### src/rtl/alu_pkg.sv
// Shared Mini ALU definitions: operand/opcode widths, opcode encodings and
// the request record carried from the operand source to the datapath.
package alu_pkg;

    localparam int ALU_WIDTH = 6;
    localparam int ALU_OPW   = 3;

    localparam logic [ALU_OPW-1:0] OP_ADD = 3'd0;
    localparam logic [ALU_OPW-1:0] OP_SUB = 3'd1;
    localparam logic [ALU_OPW-1:0] OP_AND = 3'd2;
    localparam logic [ALU_OPW-1:0] OP_OR  = 3'd3;
    localparam logic [ALU_OPW-1:0] OP_XOR = 3'd4;
    localparam logic [ALU_OPW-1:0] OP_CMP = 3'd5;

    typedef struct packed {
        logic [ALU_OPW-1:0]   op;
        logic [ALU_WIDTH-1:0] a;
        logic [ALU_WIDTH-1:0] b;
    } alu_req_t;

endpackage

### src/rtl/alu_op_fifo_mem.sv
// Operand FIFO storage: one write port and a registered head read. A write to
// the address being read is forwarded so an entry can become head one cycle
// after it is pushed.
module alu_op_fifo_mem
    import alu_pkg::*;
#(
    parameter int DEPTH = 4,
    parameter int EW    = ALU_OPW + 2 * ALU_WIDTH,
    parameter int AW    = $clog2(DEPTH)
) (
    input  logic          clk,
    input  logic          rst,
    input  logic          we,
    input  logic [AW-1:0] wr_addr,
    input  logic [EW-1:0] wr_data,
    input  logic          re,
    input  logic [AW-1:0] rd_addr,
    output logic [EW-1:0] rd_data
);

    logic [DEPTH-1:0][EW-1:0] mem;

    always_ff @(posedge clk) begin
        if (we) mem[wr_addr] <= wr_data;
    end

    // re is low when nothing will be valid next cycle, so the head holds.
    always_ff @(posedge clk) begin
        if (rst)
            rd_data <= '0;
        else if (re)
            rd_data <= (we && wr_addr == rd_addr) ? wr_data : mem[rd_addr];
    end

endmodule

### src/rtl/alu_operand_stage.sv
// Operand staging FIFO in front of the Mini ALU. Buffers {op, A, B} requests
// and presents the head as registered operands toward the comparator.
module alu_operand_stage
    import alu_pkg::*;
#(
    parameter int WIDTH = ALU_WIDTH,
    parameter int OPW   = ALU_OPW,
    parameter int DEPTH = 4,
    parameter int CNTW  = 8
) (
    input  logic                       clk,
    input  logic                       rst,
    input  logic                       flush,
    input  logic                       s_valid,
    output logic                       s_ready,
    input  logic [OPW-1:0]             s_op,
    input  logic [WIDTH-1:0]           s_a,
    input  logic [WIDTH-1:0]           s_b,
    output logic                       m_valid,
    input  logic                       m_ready,
    output logic [OPW-1:0]             m_op,
    output logic [WIDTH-1:0]           m_in1,
    output logic [WIDTH-1:0]           m_in2,
    output logic [$clog2(DEPTH):0]     level,
    output logic [CNTW-1:0]            acc_cnt,
    output logic [CNTW-1:0]            iss_cnt
);

    localparam int AW = $clog2(DEPTH);
    localparam int LW = AW + 1;
    localparam int EW = OPW + 2 * WIDTH;

    logic          push, pop;
    logic [AW-1:0] wr_ptr, rd_ptr, rd_ptr_nxt;
    logic [LW-1:0] level_nxt;
    logic          head_re;
    logic [EW-1:0] head;

    // Handshake depends on state only, so a pop never opens s_ready early.
    assign s_ready = (level != LW'(DEPTH));
    assign m_valid = (level != '0);
    assign push    = s_valid & s_ready;
    assign pop     = m_valid & m_ready;

    always_comb begin
        rd_ptr_nxt = rd_ptr + AW'(pop);
        level_nxt  = level + LW'(push) - LW'(pop);
        head_re    = !flush && (level_nxt != '0);
    end

    always_ff @(posedge clk) begin
        if (rst) begin
            wr_ptr  <= '0;
            rd_ptr  <= '0;
            level   <= '0;
            acc_cnt <= '0;
            iss_cnt <= '0;
        end else if (flush) begin
            wr_ptr  <= '0;
            rd_ptr  <= '0;
            level   <= '0;
        end else begin
            wr_ptr  <= wr_ptr + AW'(push);
            rd_ptr  <= rd_ptr_nxt;
            level   <= level_nxt;
            acc_cnt <= acc_cnt + CNTW'(push);
            iss_cnt <= iss_cnt + CNTW'(pop);
        end
    end

    alu_op_fifo_mem #(
        .DEPTH (DEPTH),
        .EW    (EW),
        .AW    (AW)
    ) u_mem (
        .clk     (clk),
        .rst     (rst),
        .we      (push & ~flush),
        .wr_addr (wr_ptr),
        .wr_data ({s_op, s_a, s_b}),
        .re      (head_re),
        .rd_addr (rd_ptr_nxt),
        .rd_data (head)
    );

    assign {m_op, m_in1, m_in2} = head;

endmodule

### config.mk
export PLATFORM = sky130hd
export DESIGN_NAME = alu_operand_stage
export DESIGN_NICKNAME = d
export VERILOG_FILES = /design/src/rtl/alu_pkg.sv /design/src/rtl/alu_op_fifo_mem.sv /design/src/rtl/alu_operand_stage.sv
export SDC_FILE = /design/constraint.sdc
export NUM_CORES = 1
export LEC_CHECK = 0
export ABC_CLOCK_PERIOD_IN_PS = 6100
export BUFFER_PORTS_ARGS = -buffer_cell sky130_fd_sc_hd__buf_4
export CAP_MARGIN = 20
export CORE_ASPECT_RATIO = 0.9
export CORE_MARGIN = 2
export CORE_UTILIZATION = 43
export CTS_CLUSTER_DIAMETER = 30
export DETAILED_ROUTE_END_ITERATION = 10
export GPL_ROUTABILITY_DRIVEN = 0
export GPL_TIMING_DRIVEN = 0
export PLACE_DENSITY_LB_ADDON = 0.1
export SETUP_SLACK_MARGIN = 0.15
export SYNTH_ARGS = -nofsm -noshare
export SYNTH_HDL_FRONTEND = slang
export SYNTH_HIERARCHICAL = 1
export SYNTH_SLANG_ARGS = --single-unit
### constraint.sdc
create_clock -name clk -period 6.1 [get_ports clk]
set_input_delay 0 -clock clk [delete_from_list [all_inputs] [get_ports clk]]
set_output_delay 0 -clock clk [all_outputs]
set_load 0.05 [all_outputs]
==> impl_metrics.yaml, run 1 <==
synthesis:
  synth_top_cell_area_share_pct: 43.5
  ys_seq_area_share_pct: 61.8
  synth_cells: 285
  synth_warnings: 6
  synth_ff_type: "edfxtp_1"
  syn_nets: 314
  synth_edf_count: 60
  synth.top_cells.by_count: "60 x edfxtp_1, 38 x dfxtp_1, 31 x nor2_1"
  yosysMostFrequentCell: "edfxtp_1"
  synthTopCellsByArea: "edfxtp_1 43%, dfxtp_1 18%, mux4_2 8.2%, a311oi_2 3.6%, o31ai_1 2.9%"
  synth_top_area_cell: "edfxtp_1"
  async_flop_share_pct: 0
  ys_ff_latch: 98
  syn_area_per_cell_um2: 14.5
  synth.distinct_cells: 39
  synth_area_um2: 4140
timing:
  tightest_slew_ns: 0.874
  period_minus_slack_ns: 3.30
  rsz0062_at_grt: "no"
  finalCritPeriodShare_pct: 54.1
  drv_slew: 0
  fin_skew_ns: 0.0141
  setup_viol: 0
  relSlewSlack_pct: 41.5
  tns_ns: 0
  timing.fmax_mhz: 303
  hold_viol_final: 0
setup_path:
  reg2reg_setup_slack_ns: 2.80
  crit_start: "level[2]$_SDFF_PP0_"
  required_ns: 6.37
  startpoint_type: "flop"
  cp_max_fo: 10
  reg2regPathDepth: 12
  end_kind: "flop"
  critPathKind: "reg2reg"
  reg2reg_from: "level[2]$_SDFF_PP0_"
  rr_endpoint: "u_mem/rd_data[11]$_SDFFE_PP0P_"
  critPathArrivalTime_ns: 3.57
finish:
  area_growth_syn_to_layout_pct: 23.8
  drive_above_1_share_pct: 32.4
  n_antenna_cell: 0
  design_area_um2: 5130
  fill_cells: 768
  nNetsFinal: 400
detailed_routing:
  dr.pass1.iters: 4
  post-route-drc-count: 0
  wl_met1_um: 4230
  routed_via_density: 5.32
  antenna_left: 0
  met2_length_um: 4300
  dr_wl_met3_um: 327
  drt_iter0_drc: 114
  routedWlPerCell_um: 17.9
  routed_wl_um: 8920
  vias: 2650
  routed.top_layer: "met4"
die:
  die_area_um2: 10400
  rows: 33
  die-height_um: 97.1
  die_w_um: 107
  pin_count: 56
  coreArea_um2: 9250
  start_util_pct: 44.8
grt:
  grt_pass1_wl_um: 14200
  grt_max_degree: 18
  grtUsageTotal_pct: 18.1
  grt_pass1_vias: 2669
  antenna_found_initial: 0
  grt_overflow: 0
worst_hold_path:
  holdPathEnd: "wr_ptr[0]$_SDFF_PP0_"
  hold_path.class: "in2reg"
  min_from: "s_valid"
  whs_path_depth: 5
placement:
  port_buffers: 55
  placed_area_um2: 4760
  hpwl_um: 6040
clock_tree:
  path_clk_slew_ns: 0.09
  clk_latency_ns: 0.37
  cts_root_buf: "clkbuf_8"
  htree_levels: 3
  clock_path_buffers: 2
  cts_resized: 0
  cts_buffers: 9
  cts.sinks: 98
  cts_tree: "built"
run_status:
  outcome: "finished clean"
pwr:
  internal_power_mw: 1.04
  powerDensity_nw_per_um2: 289
  sw_frac_of_total_pct: 29.8
  p_sw_mw: 0.442
  total_power_mw: 1.48
  combPwrFrac_pct: 21.3
  power_frac_seq_pct: 50.6
  cellLeakagePower_nw: 1.85
  clockPowerShare_pct: 28.1
  peakVddDrop_uv: 143
flow_run:
  max_cap_viol_count: 0
## cell usage in the layout, fill, tap and decap left out, types with 2 or more instances in the layout
master,n
a21oi_1,5
a311oi_1,5
a311oi_2,10
and2_1,6
buf_2,5
buf_4,59
buf_6,5
clkbuf_1,5
clkbuf_8,9
clkinvlp_4,3
dfxtp_1,38
dlygate4sd3_1,17
edfxtp_1,60
ha_1,8
inv_1,4
inv_6,2
mux2i_1,4
mux4_2,15
nand2_1,6
nand4_1,17
nand4b_1,3
nor2_1,30
nor2b_1,3
nor3_1,3
o21ai_0,3
o31ai_1,16
or3_1,4
xnor2_1,6
xor2_1,5
xor2_2,2
## routing by layer
metal	track usage [%]	up-vias
met1	24.3	1319
met3	4.76	5
li1	-	1274
met4	4.73	0
met5	0	-
met2	29.2	52
## stage by stage
| stage | utilization (%) | std cells | hold WS, ns | setup WS (ns) |
|---|---|---|---|---|
| floorplan | - | 285 | 0.0721 | 2.56 |
| global placement | 50.9 | 462 | 0.217 | 1.92 |
| detailed placement | 51.5 | 465 | 0.215 | 2.76 |
| CTS | 55.5 | 498 | 0.171 | 2.75 |
| global route | 55.5 | 498 | 0.222 | 2.56 |
| finish | 55.5 | 498 | 0.175 | 2.80 |
## worst max-delay path, cell delays in order, from the launching register on
cell      delay (ns)
dfxtp_1         0.35
or3_1           0.39
and2_1          0.21
ha_1            0.28
inv_1           0.04
ha_1            0.18
fa_1            0.39
xnor2_1         0.15
xnor2_1         0.15
a21oi_1         0.25
clkbuf_1        0.47
nor2_1          0.12
a311oi_2        0.25
## repair_timing
item,in CTS,in global routing
hold buffers,17,0
hold endpoints to repair,76,0
buffers inserted,0,0
## how the worst max path moves through the flow
stage,to,cells after the start,slack (ns)
final,u_mem/rd_data[11]$_SDFFE_PP0P_,12,2.80
after global routing,u_mem/rd_data[2]$_SDFFE_PP0P_,12,2.56
after CTS,u_mem/rd_data[11]$_SDFFE_PP0P_,11,2.75
after detailed placement,u_mem/rd_data[11]$_SDFFE_PP0P_,11,2.76
after global placement,u_mem/mem[28]$_DFFE_PP_,7,1.92
after floorplan,u_mem/rd_data[10]$_SDFFE_PP0P_,11,2.56
## power by group through the flow
| stage | clock network, mW | logic [mW] | registers [mW] |
|---|---|---|---|
| finish | 0.417 | 0.315 | 0.750 |
| global route | 0.456 | 0.338 | 0.754 |
| CTS | 0.431 | 0.318 | 0.750 |
| detailed placement | 0 | 0.308 | 0.765 |
| global placement | 0 | 0.302 | 0.765 |
| floorplan | 0 | 0.142 | 0.836 |
## state kept, by name, summed over array words and instances, names as in the netlist
signal         cells
u_mem/mem         60
iss_cnt            8
wr_ptr             2
acc_cnt            8
level              3
rd_ptr             2
u_mem/rd_data     15
## area by class of cell
class	instances	area, um^2	area share [%]
flip-flops and latches	98	2560	50.0
multi-input cells	164	1460	28.5
repair buffers	75	621	12.1
well taps	122	153	2.98
clock buffers	9	124	2.42
plain buffers	18	111	2.17
clock inverters	7	75.1	1.46
inverters	5	18.8	0.366
## kinds of logic (layout without fill, tap and decap cells)
family	count (synthesis)	in the layout	synth area share, %
AO/OA/AOI/OAI	41	41	8.97
adder cells (fa/ha/maj)	9	9	2.90
AND/OR/NAND/NOR	80	80	10.3
multiplexers	20	20	9.39
XOR/XNOR	14	14	3.50
buffers and inverters	23	114	3.14
flip-flops	98	98	61.8
No activity file was read; power rests on OpenSTA's default activity.
==> run 2: changes to the inputs <==
- ABC_AREA: unset -> 1
- ABC_CLOCK_PERIOD_IN_PS: 6100 -> 2800
- clock period: 6.1 -> 2.8 ns (I/O delays scaled with it)
==> run 2 against run 1 <==
Net effect:
- wire length up 19%
- combinational power up 130%
- the run now ends with DRC left
- largest power group unchanged
- maximum frequency up 31%
- die area up 10%
- register-to-register slack worse by 2.5 ns
- sequential cell count unchanged
==> impl_metrics.yaml, run 2 <==
finish:
  nNetsFinal: 667
  drive_above_1_share_pct: 18.0
  top_register: "u_mem/mem"
  multiInputGateArea_um2: 1540
  layout_common_cells: "146 x nand2_1, 107 x inv_1, 65 x nor2_1"
  area_growth_syn_to_layout_pct: 25.3
  postLayoutCoreUtil_pct: 55.6
  n_antenna_cell: 0
  reg.largest.list: "u_mem/mem (60), u_mem/rd_data (15)"
  regArea_um2: 2570
  design_area_um2: 5750
  final_common_cell: "nand2_1"
  largest_reg_flops: 60
  fill_cells: 986
detailed_routing:
  vias: 3629
  routed_via_density: 4.70
  drt_iter0_drc: 195
  dr.pass1.iters: 8
  routed_wl_um: 10600
  routedWlPerCell_um: 13.7
  post-route-drc-count: 1
  antenna_left: 0
timing:
  rsz0062_at_grt: "yes"
  drv_slew: 0
  finalCritPeriodShare_pct: 89.8
  setup_viol: 0
  timing.fmax_mhz: 397
  tightest_slew_ns: 0.960
  hold_viol_final: 0
  relSlewSlack_pct: 36.0
  fin_skew_ns: 0.00574
  period_minus_slack_ns: 2.52
clock_tree:
  htree_levels: 3
  cts.sinks: 98
  clk_latency_ns: 0.33
  path_clk_slew_ns: 0.06
  cts_buffers: 9
  cts_tree: "built"
  cts_root_buf: "clkbuf_16"
  clock_path_buffers: 2
synthesis:
  synthTopCellsByArea: "edfxtp_1 39%, dfxtp_1 17%, nand2_1 12%, inv_1 8.8%, nand3_1 6.1%"
  synth.distinct_cells: 29
  synth.top_cells.by_count: "148 x nand2_1, 107 x inv_1, 69 x nor2_1"
  synth_edf_count: 60
  synth_top_area_cell: "edfxtp_1"
  syn_nets: 580
  synth_top_cell_area_share_pct: 39.3
  yosysMostFrequentCell: "nand2_1"
  ys_ff_latch: 98
  synth_cells: 551
  async_flop_share_pct: 0
  ys_seq_area_share_pct: 55.8
  syn_area_per_cell_um2: 8.33
  synth_area_um2: 4590
  synth_ff_type: "edfxtp_1"
  synth_warnings: 6
die:
  start_util_pct: 44.4
  die-height_um: 102
  rows: 35
  pin_count: 56
  coreArea_um2: 10300
  die_area_um2: 11500
  die_w_um: 113
worst_hold_path:
  whs_path_depth: 6
  hold_path.class: "in2reg"
flow_run:
  max_cap_viol_count: 0
placement:
  hpwl_um: 7280
  port_buffers: 55
  placed_area_um2: 5220
pwr:
  peakVddDrop_uv: 456
  total_power_mw: 3.64
  powerDensity_nw_per_um2: 633
  cellLeakagePower_nw: 2.77
grt:
  grt_pass1_vias: 3394
  grt_overflow: 0
  grt_pass1_wl_um: 16700
  grt_max_degree: 16
  grtUsageTotal_pct: 18.9
  antenna_found_initial: 0
setup_path:
  crit_top_cell: "inv_1"
  crit_chain: "nor2_4 -> a21boi_2 -> ha_1 -> inv_1 -> ha_2 -> fa_1 -> nand3b_1 -> nand3_1 -> nand2_1 -> inv_1 -> buf_6 -> nand3_1 -> nand2_1 -> inv_1"
  end_kind: "flop"
  cp_max_fo: 10
  reg2regPathDepth: 14
  startpoint_type: "flop"
  critPathArrivalTime_ns: 2.75
  cp_slowest_stage_delay_ns: 0.41
  critPathKind: "reg2reg"
  cp.depth: 14
  cpMaxStageDelayCell: "fa_1"
  worst-path-buf-inv: 4
  path_delay_family: "adder cells"
  required_ns: 3.03
run_status:
  violations: "DRC"
  outcome: "finished with violations"
## run 2: path summary, 6_finish.rpt
path                                               from                             to  slack, ns
worst max register to register      level[0]$_SDFF_PP0_  u_mem/rd_data[3]$_SDFFE_PP0P_       0.28
worst max-delay path                level[0]$_SDFF_PP0_  u_mem/rd_data[3]$_SDFFE_PP0P_       0.28
worst min register to register  iss_cnt[0]$_SDFFE_PP0N_        iss_cnt[0]$_SDFFE_PP0N_       0.51
worst min-delay path                            s_valid           wr_ptr[0]$_SDFF_PP0_       0.16
## run 2: metal layers
layer  wire, um  track usage (%)  up-vias
met3        379             3.97        2
met4         38             6.29        0
met5          0                0        -
met1       5110             25.3     1672
li1           -                -     1887
met2       5080             31.0       68
## run 2: final cells by class
cell class / instances / area share [%]
Sequential cell: 98 / 44.7
Clock inverter: 6 / 1.41
Buffer: 19 / 2.26
Clock buffer: 10 / 3.98
Tap cell: 129 / 2.81
Inverter: 110 / 7.27
Multi-Input combinational cell: 324 / 26.7
Timing Repair Buffer: 76 / 10.9
## run 2: cells by family (layout without fill, tap and decap cells)
kind of cell | Yosys count | after routing | share of synthesized area, %
AND/OR/NAND/NOR | 301 | 301 | 28.3
buffers and inverters | 129 | 221 | 11.6
XOR/XNOR | 1 | 1 | 0.191
adder cells (fa/ha/maj) | 9 | 9 | 2.62
flip-flops | 98 | 98 | 55.8
AO/OA/AOI/OAI | 13 | 13 | 1.53
## run 2: worst register-to-register path, stage by stage (launching register included)
cell and delay, ns:
dfxtp_2 0.34, nor2_4 0.16, a21boi_2 0.09, ha_1 0.27, inv_1 0.04, ha_2 0.17, fa_1 0.41, nand3b_1 0.19
nand3_1 0.09, nand2_1 0.07, inv_1 0.12, buf_6 0.16, nand3_1 0.16, nand2_1 0.09, inv_1 0.04
## run 2: report_power, final
| part | total, mW | internal, mW | switching (mW) |
|---|---|---|---|
| clock network | 1.28 | 0.777 | 0.503 |
| registers | 1.63 | 1.59 | 0.0360 |
| logic | 0.730 | 0.244 | 0.487 |
| total | 3.64 | 2.62 | 1.03 |
## run 2: timing repair
action,4_1_cts,5_1_grt
pin swaps,0,4
resized for setup,3,15
buffers inserted,0,2
gates cloned,0,0
hold endpoints to repair,69,0
hold buffers,17,0
endpoints found under the setup margin,15,15
## run 2: per-stage QoR
stage | worst slack, ns | TNS (ns) | hold slack (ns) | std cells
floorplan | 0.166 | 0 | 0.0785 | 551
global placement | -0.404 | -6.45 | 0.214 | 735
detailed placement | -0.0807 | -0.911 | 0.219 | 737
CTS | 0.153 | 0 | 0.180 | 770
global route | 0.121 | 0 | 0.184 | 772
finish | 0.284 | 0 | 0.156 | 772
==> run 3: changes to the inputs <==
==> constraint.sdc (replaced) <==
create_clock -name clk -period 2.8 [get_ports clk]
set_input_delay 0.56 -clock clk [delete_from_list [all_inputs] [get_ports clk]]
set_output_delay 0.56 -clock clk [all_outputs]
set_load 0.05 [all_outputs]
==> run 3 against run 2 <==
Net effect:
- the run still ends with DRC left
- sequential cell count stayed put
- critical path depth is the same
- clock-buffer cell count is the same
- sequential share of layout area increased by 1.4 points
- combinational power decreased by 2%
- worst hold slack improved by 0.28 ns
- utilization is 1.6 points lower
- global-route usage down 0.35 points
- clock power about the same
- highest routed layer unchanged
==> impl_metrics.yaml, run 3 (same netlist as run 2, synthesis figures left out) <==
detailed_routing:
  routedWlPerCell_um: 13.9
  antenna_left: 0
  post-route-drc-count: 1
  routed_via_density: 4.71
  routed_wl_um: 10500
  vias: 3556
  met2_length_um: 4740
  routed.top_layer: "met4"
  dr.pass1.iters: 7
  drt_iter0_drc: 175
  dr_wl_met3_um: 497
  wl_met1_um: 5130
die:
  start_util_pct: 44.4
  rows: 35
  die-height_um: 102
  pin_count: 56
  die_w_um: 113
  coreArea_um2: 10300
  die_area_um2: 11500
clock_tree:
  clock_path_buffers: 2
  htree_levels: 3
  path_clk_slew_ns: 0.07
  cts_tree: "built"
  cts.sinks: 98
  cts_hold_buf: 0
  cts_buffers: 9
  cts_root_buf: "clkbuf_16"
  clk_latency_ns: 0.34
grt:
  grt_overflow: 0
  grtUsageTotal_pct: 18.5
  grt_pass1_vias: 3291
  antenna_found_initial: 0
  grt_max_degree: 16
  grt_pass1_wl_um: 16400
pwr:
  powerDensity_nw_per_um2: 650
  combPwrFrac_pct: 19.7
  internal_power_mw: 2.60
  power_frac_seq_pct: 45.0
  sw_frac_of_total_pct: 28.3
  cellLeakagePower_nw: 2.70
  total_power_mw: 3.63
  p_sw_mw: 1.03
  clockPowerShare_pct: 35.4
  peakVddDrop_uv: 451
timing:
  tightest_slew_ns: 0.929
  relSlewSlack_pct: 38.0
  rsz0062_at_grt: "yes"
  timing.final.ws_setup_ns: 0.278
  finalCritPeriodShare_pct: 90.1
  drv_slew: 0
  tns_ns: 0
  hold_viol_final: 0
  setup_viol: 0
  fin_skew_ns: 0.00701
  period_minus_slack_ns: 2.52
  timing.fmax_mhz: 396
  hold_slack_ns: 0.436
finish:
  area_growth_syn_to_layout_pct: 21.6
  reg.largest.list: "u_mem/mem (60), u_mem/rd_data (15)"
  instances_no_fill: 755
  top_register: "u_mem/mem"
  n_antenna_cell: 0
  final_common_cell: "nand2_1"
  drive_above_1_share_pct: 18.5
  fill_cells: 1008
  layout_common_cells: "146 x nand2_1, 107 x inv_1, 65 x nor2_1"
  largest_reg_flops: 60
  nNetsFinal: 650
setup_path:
  cpMaxStageDelayCell: "fa_1"
  cp_slowest_stage_delay_ns: 0.41
  cp.depth: 14
  end_kind: "flop"
  crit_chain: "nor2_4 -> a21boi_2 -> ha_1 -> inv_1 -> ha_2 -> fa_1 -> nand3b_1 -> nand3_1 -> nand2_1 -> inv_1 -> buf_6 -> nand3_1 -> nand2_1 -> inv_1"
  cp_max_fo: 10
  worst-path-buf-inv: 4
  critPathArrivalTime_ns: 2.76
  required_ns: 3.04
  crit_start: "level[0]$_SDFF_PP0_"
  critPathKind: "reg2reg"
  reg2regPathDepth: 14
  path_delay_family: "adder cells"
  startpoint_type: "flop"
  reg2reg_from: "level[0]$_SDFF_PP0_"
  crit_top_cell: "inv_1"
placement:
  hpwl_um: 7280
  placed_cells: 737
  port_buffers: 55
  pre_cts_slack_ns: -0.244
run_status:
  violations: "DRC"
  outcome: "finished with violations"
worst_hold_path:
  hold_path.class: "in2reg"
  whs_path_depth: 1
  min_from: "s_a[4]"
flow_run:
  max_cap_viol_count: 0
[run 3: final timing paths]
| check | end | slack (ns) |
|---|---|---|
| max | u_mem/rd_data[3]$_SDFFE_PP0P_ | 0.28 |
| min | u_mem/mem[10]$_DFFE_PP_ | 0.44 |
| max reg2reg | u_mem/rd_data[3]$_SDFFE_PP0P_ | 0.28 |
| min reg2reg | iss_cnt[0]$_SDFFE_PP0N_ | 0.51 |
[run 3: what timing repair did]
item	4_1_cts	5_1_grt
setup buffers	0	2
endpoints found under the setup margin	15	15
pin swaps	0	4
gates resized for setup	3	15
endpoints found under the hold margin	0	0
[run 3: layout make-up]
type	instances	area (um^2)	area share (%)
clock inverters	6	81.3	1.46
repair buffers	59	454	8.14
clock buffers	10	229	4.10
flip-flops and latches	98	2570	46.0
inverters	110	418	7.49
plain buffers	19	130	2.33
multi-input cells	324	1540	27.6
well taps	129	161	2.89
[run 3: power by group through the flow]
| stage | Sequential [mW] | Clock (mW) | Combinational (mW) |
|---|---|---|---|
| 2_1_floorplan | 1.82 | 0 | 0.312 |
| 3_3_place_gp | 1.66 | 0 | 0.676 |
| 3_5_place_dp | 1.66 | 0 | 0.692 |
| 4_1_cts | 1.63 | 1.31 | 0.696 |
| 5_1_grt | 1.64 | 1.36 | 0.783 |
| 6_report | 1.63 | 1.28 | 0.713 |
[run 3: per-layer routing]
layer | track usage, % | vias to the layer above
met5 | 0 | -
li1 | - | 1852
met1 | 25.4 | 1621
met4 | 6.29 | 0
met3 | 3.97 | 10
met2 | 29.7 | 73
[run 3: stage by stage]
stage                     utilization, %  cell area, um^2
final                               54.0             5580
after floorplan                        -             4610
after global placement              50.1             5180
after CTS                           53.6             5540
after detailed placement            50.5             5220
after global routing                54.0             5580
